[src/rtl/ifu_if.sv]
// Instruction-fetch memory bus: request/accept channel and
// response channel between the fetch unit and instruction memory.
interface ifu_if;
   logic        mem_req_valid;
   logic        mem_req_ready;
   logic [31:0] mem_req_addr;
   logic        mem_rsp_valid;
   logic [31:0] mem_rsp_data;
   logic        mem_rsp_err;

   modport master (
      output mem_req_valid,
      output mem_req_addr,
      input  mem_req_ready,
      input  mem_rsp_valid,
      input  mem_rsp_data,
      input  mem_rsp_err
   );

   modport slave (
      input  mem_req_valid,
      input  mem_req_addr,
      output mem_req_ready,
      output mem_rsp_valid,
      output mem_rsp_data,
      output mem_rsp_err
   );
endinterface

[src/rtl/ifu.sv]
// Instruction fetch unit: one outstanding fetch at a time,
// holds the fetched word until the core supplies the next PC.
module ifu #(
   parameter logic [31:0] RESET_PC = 32'h8000_0000,
   parameter int unsigned TIMEOUT  = 255
) (
   input  logic        clk,
   input  logic        rst,
   input  logic [31:0] pc_in,
   input  logic        pc_we,
   output logic [31:0] pc_out,
   output logic [31:0] inst_out,
   output logic        inst_valid,
   ifu_if.master       mem,
   output logic        fetch_err,
   output logic [31:0] fetch_cnt
);

   typedef enum logic [2:0] {
      IDLE,
      REQ,
      WAIT,
      HOLD,
      ERR
   } state_t;

   localparam logic [15:0] TO_LIM = 16'(TIMEOUT);

   state_t      state;
   logic        req_q;
   logic [15:0] wcnt;

   // The request strobe and address come straight from flops,
   // so no memory input can reach them combinationally.
   assign mem.mem_req_valid = req_q;
   assign mem.mem_req_addr  = pc_out;

   // Fetch sequencer; ERR is left only through reset.
   always_ff @(posedge clk or negedge rst) begin
      if (!rst) begin
         state      <= IDLE;
         req_q      <= 1'b0;
         pc_out     <= RESET_PC;
         inst_out   <= '0;
         inst_valid <= 1'b0;
         fetch_err  <= 1'b0;
         fetch_cnt  <= '0;
         wcnt       <= '0;
      end else begin
         unique case (state)
            IDLE: begin
               state <= REQ;
               req_q <= 1'b1;
            end
            REQ: begin
               if (mem.mem_req_ready) begin
                  state <= WAIT;
                  req_q <= 1'b0;
                  wcnt  <= '0;
               end
            end
            WAIT: begin
               // A response in the final cycle beats the timeout.
               if (mem.mem_rsp_valid) begin
                  if (mem.mem_rsp_err) begin
                     state     <= ERR;
                     fetch_err <= 1'b1;
                  end else begin
                     state      <= HOLD;
                     inst_out   <= mem.mem_rsp_data;
                     inst_valid <= 1'b1;
                     fetch_cnt  <= fetch_cnt + 32'd1;
                  end
               end else if (wcnt + 16'd1 == TO_LIM) begin
                  state     <= ERR;
                  fetch_err <= 1'b1;
               end else begin
                  wcnt <= wcnt + 16'd1;
               end
            end
            HOLD: begin
               if (pc_we) begin
                  pc_out     <= pc_in;
                  inst_valid <= 1'b0;
                  if (pc_in[1:0] == 2'b00) begin
                     state <= REQ;
                     req_q <= 1'b1;
                  end else begin
                     state     <= ERR;
                     fetch_err <= 1'b1;
                  end
               end
            end
            ERR: begin
               inst_valid <= 1'b0;
               fetch_err  <= 1'b1;
            end
            default: begin
               state <= IDLE;
               req_q <= 1'b0;
            end
         endcase
      end
   end

endmodule

[src/flat_wrapper.sv]
// flat-port wrapper written by rule: the top's interface ports become plain ports
module ifu_flat 
#(
   parameter logic [31:0] RESET_PC = 32'h8000_0000,
   parameter int unsigned TIMEOUT  = 255
)
  (clk, rst, pc_in, pc_we, pc_out, inst_out, inst_valid, fetch_err, fetch_cnt, mem_mem_req_valid, mem_mem_req_addr, mem_mem_req_ready, mem_mem_rsp_valid, mem_mem_rsp_data, mem_mem_rsp_err);
  ifu_if mem_i ();
  input  logic clk;
  input  logic rst;
  input  logic [31:0] pc_in;
  input  logic pc_we;
  output logic [31:0] pc_out;
  output logic [31:0] inst_out;
  output logic inst_valid;
  output logic fetch_err;
  output logic [31:0] fetch_cnt;
  output wire logic [$bits(mem_i.mem_req_valid)-1:0] mem_mem_req_valid;
  output wire logic [$bits(mem_i.mem_req_addr)-1:0] mem_mem_req_addr;
  input wire logic [$bits(mem_i.mem_req_ready)-1:0] mem_mem_req_ready;
  input wire logic [$bits(mem_i.mem_rsp_valid)-1:0] mem_mem_rsp_valid;
  input wire logic [$bits(mem_i.mem_rsp_data)-1:0] mem_mem_rsp_data;
  input wire logic [$bits(mem_i.mem_rsp_err)-1:0] mem_mem_rsp_err;
  assign mem_mem_req_valid = mem_i.mem_req_valid;
  assign mem_mem_req_addr = mem_i.mem_req_addr;
  assign mem_i.mem_req_ready = mem_mem_req_ready;
  assign mem_i.mem_rsp_valid = mem_mem_rsp_valid;
  assign mem_i.mem_rsp_data = mem_mem_rsp_data;
  assign mem_i.mem_rsp_err = mem_mem_rsp_err;
  ifu #(.RESET_PC(RESET_PC), .TIMEOUT(TIMEOUT)) u_core (.clk(clk), .rst(rst), .pc_in(pc_in), .pc_we(pc_we), .pc_out(pc_out), .inst_out(inst_out), .inst_valid(inst_valid), .mem(mem_i), .fetch_err(fetch_err), .fetch_cnt(fetch_cnt));
endmodule
[config.mk]
export PLATFORM = sky130hd
export DESIGN_NAME = ifu_flat
export DESIGN_NICKNAME = d
export VERILOG_FILES = /design/src/rtl/ifu_if.sv /design/src/rtl/ifu.sv /design/src/flat_wrapper.sv
export SDC_FILE = /design/constraint.sdc
export NUM_CORES = 1
export LEC_CHECK = 0
export ABC_AREA = 1
export BUFFER_PORTS_ARGS = -buffer_cell sky130_fd_sc_hd__buf_4
export CAP_MARGIN = 5
export CORE_MARGIN = 10
export CORE_UTILIZATION = 47
export CTS_CLUSTER_SIZE = 30
export DETAILED_ROUTE_END_ITERATION = 8
export PLACE_DENSITY = 0.79
export RECOVER_POWER = 50
export SYNTH_ARGS = -nofsm -noshare
export SYNTH_HDL_FRONTEND = slang
export SYNTH_SLANG_ARGS = --single-unit
[constraint.sdc]
create_clock -name clk -period 2 [get_ports clk]
set_input_delay 0.4 -clock clk [delete_from_list [all_inputs] [get_ports clk]]
set_output_delay 0.4 -clock clk [all_outputs]
set_load 0.005 [all_outputs]
# --- Word-level counts from Yosys, hierarchy flattened ---
# Index checks and enable logic that the tools add are counted.
# W data, S select, Z words.
op_classes:
  bitwise_logic: 3
  muxes: 25
  eq_ne: 15
  n_reduce_logical: 12
  addsub: 2
op_table:
  columns: ["op", "n"]
  rows:
  - ["$mux W16", 3]
  - ["$add A32 B1 Y32 const B", 1]
  - ["$pmux W16 S2", 1]
  - ["$mux W3", 6]
  - ["$add A16 B1 Y16 const B", 1]
  - ["$eq A16 B8 Y1 const B", 1]
  - ["$reduce_and A4 Y1", 4]
  - ["$pmux W3 S5", 1]
  - ["$ne A2 B2 Y1 const B", 7]
  - ["$mux W1", 11]
  - ["$eq A3 B2 Y1 const B", 2]
  - ["$pmux W1 S3", 2]
  - ["$reduce_and A5 Y1", 1]
  - ["$pmux W1 S4", 1]
  - ["$eq A3 B1 Y1 const B", 1]
  - ["$eq A3 B3 Y1 const B", 1]
  - ["$logic_not A3 Y1", 1]
  - ["$ne A3 B2 Y1 const B", 1]
  - ["$ne A3 B3 Y1 const B", 1]
  - ["$not A1 Y1", 3]
  - ["$reduce_and A3 Y1", 1]
  - ["$reduce_bool A3 Y1", 1]
  - ["$logic_not A2 Y1", 1]
  - ["$ne A2 B1 Y1 const B", 1]
  - ["3 further kinds", 3]
totals:
  word_cells: 65
  reg_bits: 118
  output_inout_bits: 131
  in_bits: 70

# --- Logic depth before layout (Yosys ltp) ---
logic_depth:
  word_depth: 5
  depth_mapped: 16
  depth_no_buf: 15

# --- Least setup slack after synthesis ---
# No wires, ideal clock.
synth_path:
  kind: "reg-to-reg"
  start: "reg u_core.wcnt[1]"
  end: "reg u_core.wcnt[10]"
  path_slack_ps: 158
  stages_incl_launch_ff: 16
  n_path_buf: 1
  t_arrival_ps: 1727
  required_ps: 1884
  cell_sequence: "dfrtp_1 -> ha_1 -> nand3_2 -> inv_2 -> nand2_1 -> nand2_1 -> nand2_1 -> nor2_1 -> nand2_1 -> nor2_2 -> nand3_2 -> nand2_2 -> nand2_4 -> buf_6 -> nand3_1 -> nand2_2"
synth_between:
  elab_chain_cells: 4
  elab_cells_between_ends: 7
synth_rtl:
  columns: ["element", "line_no", "text"]
  rows:
  - ["start: declaration", "ifu.sv:31", "logic [15:0] wcnt;"]
  - ["start signal: assignment", "ifu.sv:78", "wcnt <= wcnt + 16'd1;"]
  - ["$add A16 B1 Y16 *", "ifu.sv:74, ifu.sv:78", null]
  - ["$eq A16 B8 Y1 or $mux W16 (tied branches)", "ifu.sv:74", "end else if (wcnt + 16'd1 == TO_LIM) begin"]
  - ["$ne A2 B2 Y1 (no source line) or $mux W16 (tied branches)", null, null]
  - ["$reduce_and A4 Y1 (no source line) or $pmux W16 S2 (tied branches)", null, null]
# Every way passes the cells marked *; elsewhere a longest branch is shown, timed or not. The select of a mux whose other input is x is not followed.
# A chain may end at the register's enable or synchronous reset.

# --- Worst setup path after layout ---
layout_path:
  start: "reg u_core.wcnt[6]"
  end: "reg u_core.wcnt[7]"
# The elaborated chain is that of the path after synthesis.

==> flow_summary.ini <==
[status]
outcome = complete, no violations

[floorplanning]
floorplan.initialDensity = 0.485
fp.dieArea_sq_um = 17400
die_extent_in_x_um = 132
fp-row-count = 40
num_io_pins = 201
floorplan.die.height_um = 132
fp.coreArea_sq_um = 12200

[placed_design]
buffer_ports.inserted = 200
globalplace.congestion = 0.880
post_place_setup_slack_ns = -0.0537
place.detailed.hpwl_um = 11700
placedInstanceArea_sq_um = 7460
placed_cells_incl_taps = 991

[final_layout]
mostFrequentLayoutCell = nand2_1
drive_gt1_frac = 0.402
filler_cell_count = 984
final_net_count = 926
finish.cell_count_without_fillers = 1032
final_design_area_no_fill_sq_um = 8200
insertedDiodeCount = 0
commonest_cells_after_routing_fill_and_taps_aside = 185 x nand2_1, 171 x buf_4, 111 x dfrtp_1
area_growth_pct = 39.1

[pwr]
report.power.total_mw = 10.2
power.switching_mw = 3.07
irDropWorstVdd_mv = 0.736
proportion_of_power_drawn_by_flip_flops_and_latches = 0.351
power.density_nw_per_um2 = 1240
power.clock.fraction = 0.323
fraction_of_power_spent_switching_nets = 0.302
internal_power_mw = 7.11
power.combinational.fraction = 0.326
total_leakage_power_nw = 4.18

[synth]
synthesis.area_per_instance_sq_um = 9.07
ys_seq_area_frac = 0.501
synthesized_netlist_net_count = 723
synth_cell_types = 39
synth-seq-cells = 118
synthesis.yosys.warnings = 0
post_synth_inst_count = 650
post_synth_instance_area_sq_um = 5900

[global_routing]
grt_first_pass_wirelength_um = 25500
first_global_vias = 5084
overflow = 0
antenna_found_initial = 0
globalRouteTotalUtil = 0.177
maximum_number_of_pins_on_one_net_before_global_route_repair = 46

[timing]
setup_repair_after_global_routing_missed_its_margin = true
timing_hold_violations_final = 0
timing.final.crit_share = 0.993
setup_total_negative_slack_ns = 0
slew_of_the_pin_with_the_lowest_slew_margin_ns = 0.709
slew-limit-headroom = 0.528
postLayoutSetupSlackWorst_ns = 0.0136
final.min_clock_period_ns = 1.99
worst_clock_skew_ns = 0.0112
f_max_mhz = 503
slew_viol_final = 0
setup_viol = 0

[critical_path]
critical_path_arrival_ns = 2.33
worst_setup_start_kind = flip-flop
timing.critical_path.fanout_max = 8
setup.worst_path.class = flip-flop to flip-flop
critical_path.endpoint_type = flip-flop
cp_data_required_time_ns = 2.35

[clock_network]
clk-insertion-delay-late_ns = 0.41
buffers_from_clock_root_to_sink_at_most = 2
root_buffer_cell = clkbuf_16
clock_sink_count = 118
cts-buffers-inserted = 17
clk_pin_slew_worst_paths_ns = 0.05
cts-htree-levels = 4
tritoncts_clock_tree = built

[drt]
wirelength_um = 15900
via_per_inst = 4.94
route.antenna.remaining_nets = 0
initialDrtViolationCount = 303
drt-pass1-iter-count = 5
avgRoutedWirePerCell_um = 15.4
route.vias.total = 5097
route.detailed.drc = 0

[flow_run]
max_cap_viol_count = 0

[worst_hold_path]
min-delay-path-class = input pin to flip-flop
## cells by family (layout without fill, tap and decap cells)
logic type      after synthesis  after routing  share of synthesized area
flops                       118            118                      0.501
simple gates                347            350                      0.277
compound gates               18             18                     0.0174
mux                          30             30                     0.0573
fa+ha+maj                     3              3                    0.00636
xor+xnor                     34             34                     0.0505
buf+inv                     100            311                     0.0906
## layer usage
layer	global-route usage	part of all wire	vias to the layer above	wire length [um]
met5	0	0	-	0
met4	0.0426	0.0098	0	157
met3	0.0865	0.097	21	1540
met2	0.288	0.49	212	7860
met1	0.203	0.40	2427	6380
li1	-	-	2437	-
## what timing repair did
item / 4_1_cts / 5_1_grt
resized for setup: 3 / 26
pin swaps: 1 / 10
hold endpoints to repair: 21 / 0
gates cloned: 1 / 2
hold buffers: 1 / 0
setup endpoints to repair: 16 / 21
buffers inserted: 2 / 5
## critical path, cell delays in order (launching register included)
cell	delay, ns
dfrtp_1	0.38
buf_4	0.15
nand2_2	0.08
nor2_4	0.17
buf_4	0.14
nand4_1	0.09
nand2_1	0.09
nand2_1	0.06
nor2_1	0.13
nand3_2	0.12
nand2_4	0.15
nand2_8	0.11
nand2_8	0.13
nand2_2	0.06
nand2_2	0.05
## cell usage after synthesis, drive strengths merged
| master | n | share of area |
|---|---|---|
| xnor2 | 10 | 0.015 |
| nand2 | 220 | 0.15 |
| dfrtp | 117 | 0.50 |
| o211ai | 1 | 0.0013 |
| bufinv | 1 | 0.0030 |
| mux2 | 30 | 0.057 |
| inv | 52 | 0.033 |
| xor2 | 24 | 0.036 |
| nand3b | 2 | 0.0025 |
| a31oi | 3 | 0.0032 |
| o22ai | 1 | 0.0011 |
| clkbuf | 10 | 0.0064 |
| o21ai | 7 | 0.0059 |
| nor2 | 58 | 0.045 |
| buf | 37 | 0.048 |
| a21oi | 4 | 0.0034 |
| dfstp | 1 | 0.0045 |
| o21bai | 2 | 0.0025 |
| nor4 | 4 | 0.0074 |
| ha | 3 | 0.0064 |
| nand4 | 14 | 0.017 |
| nand3 | 37 | 0.035 |
| nor3 | 12 | 0.017 |
## sequential cells by signal (all words and copies together), names as in the netlist
| register | count |
|---|---|
| u_core.inst_valid | 1 |
| u_core.inst_out | 32 |
| u_core.wcnt | 16 |
| u_core.fetch_err | 1 |
| u_core.mem.mem_req_valid | 1 |
| u_core.state | 3 |
| u_core.fetch_cnt | 32 |
| u_core.mem.mem_req_addr | 32 |
## layout make-up
type,instances,area [sq um],share of cell area
flip-flops and latches,118,2960,0.361
multi-input cells,435,2540,0.309
repair buffers,228,1640,0.200
clock buffers,22,464,0.0566
inverters,53,215,0.0262
well taps,168,210,0.0256
clock inverters,8,173,0.0210
## stage by stage
step / hold WS [ns] / util
finish: 0.174 / 0.674
global route: 0.175 / 0.674
CTS: 0.161 / 0.671
detailed placement: 0.333 / 0.614
global placement: 0.336 / 0.614
floorplan: 0.104 / -
## path summary, 6_finish.rpt
path	from	endpoint	slack, ns	depth (start not counted)
max reg2reg	u_core.wcnt[6]$_DFFE_PN0P_	u_core.wcnt[7]$_DFFE_PN0P_	0.01	14
min reg2reg	u_core.fetch_err$_DFFE_PN0P_	u_core.fetch_err$_DFFE_PN0P_	0.46	2
min	mem_mem_rsp_data[22]	u_core.inst_out[22]$_DFFE_PN0P_	0.17	3
max	u_core.wcnt[6]$_DFFE_PN0P_	u_core.wcnt[7]$_DFFE_PN0P_	0.01	14
min in group asynchronous	rst	u_core.mem.mem_req_addr[2]$_DFFE_PN0P_	0.52	2
max in group asynchronous	rst	u_core.wcnt[4]$_DFFE_PN0P_	0.31	3
## power by group through the flow
stage          combinational [mW]  sequential (mW)  clock [mW]
2_1_floorplan                1.76             3.61           0
3_3_place_gp                 3.27             3.59           0
3_5_place_dp                 3.34             3.60           0
4_1_cts                      3.45             3.59        3.35
5_1_grt                      3.64             3.69        3.45
6_report                     3.32             3.58        3.29
Power figures use the tool's default switching activity.
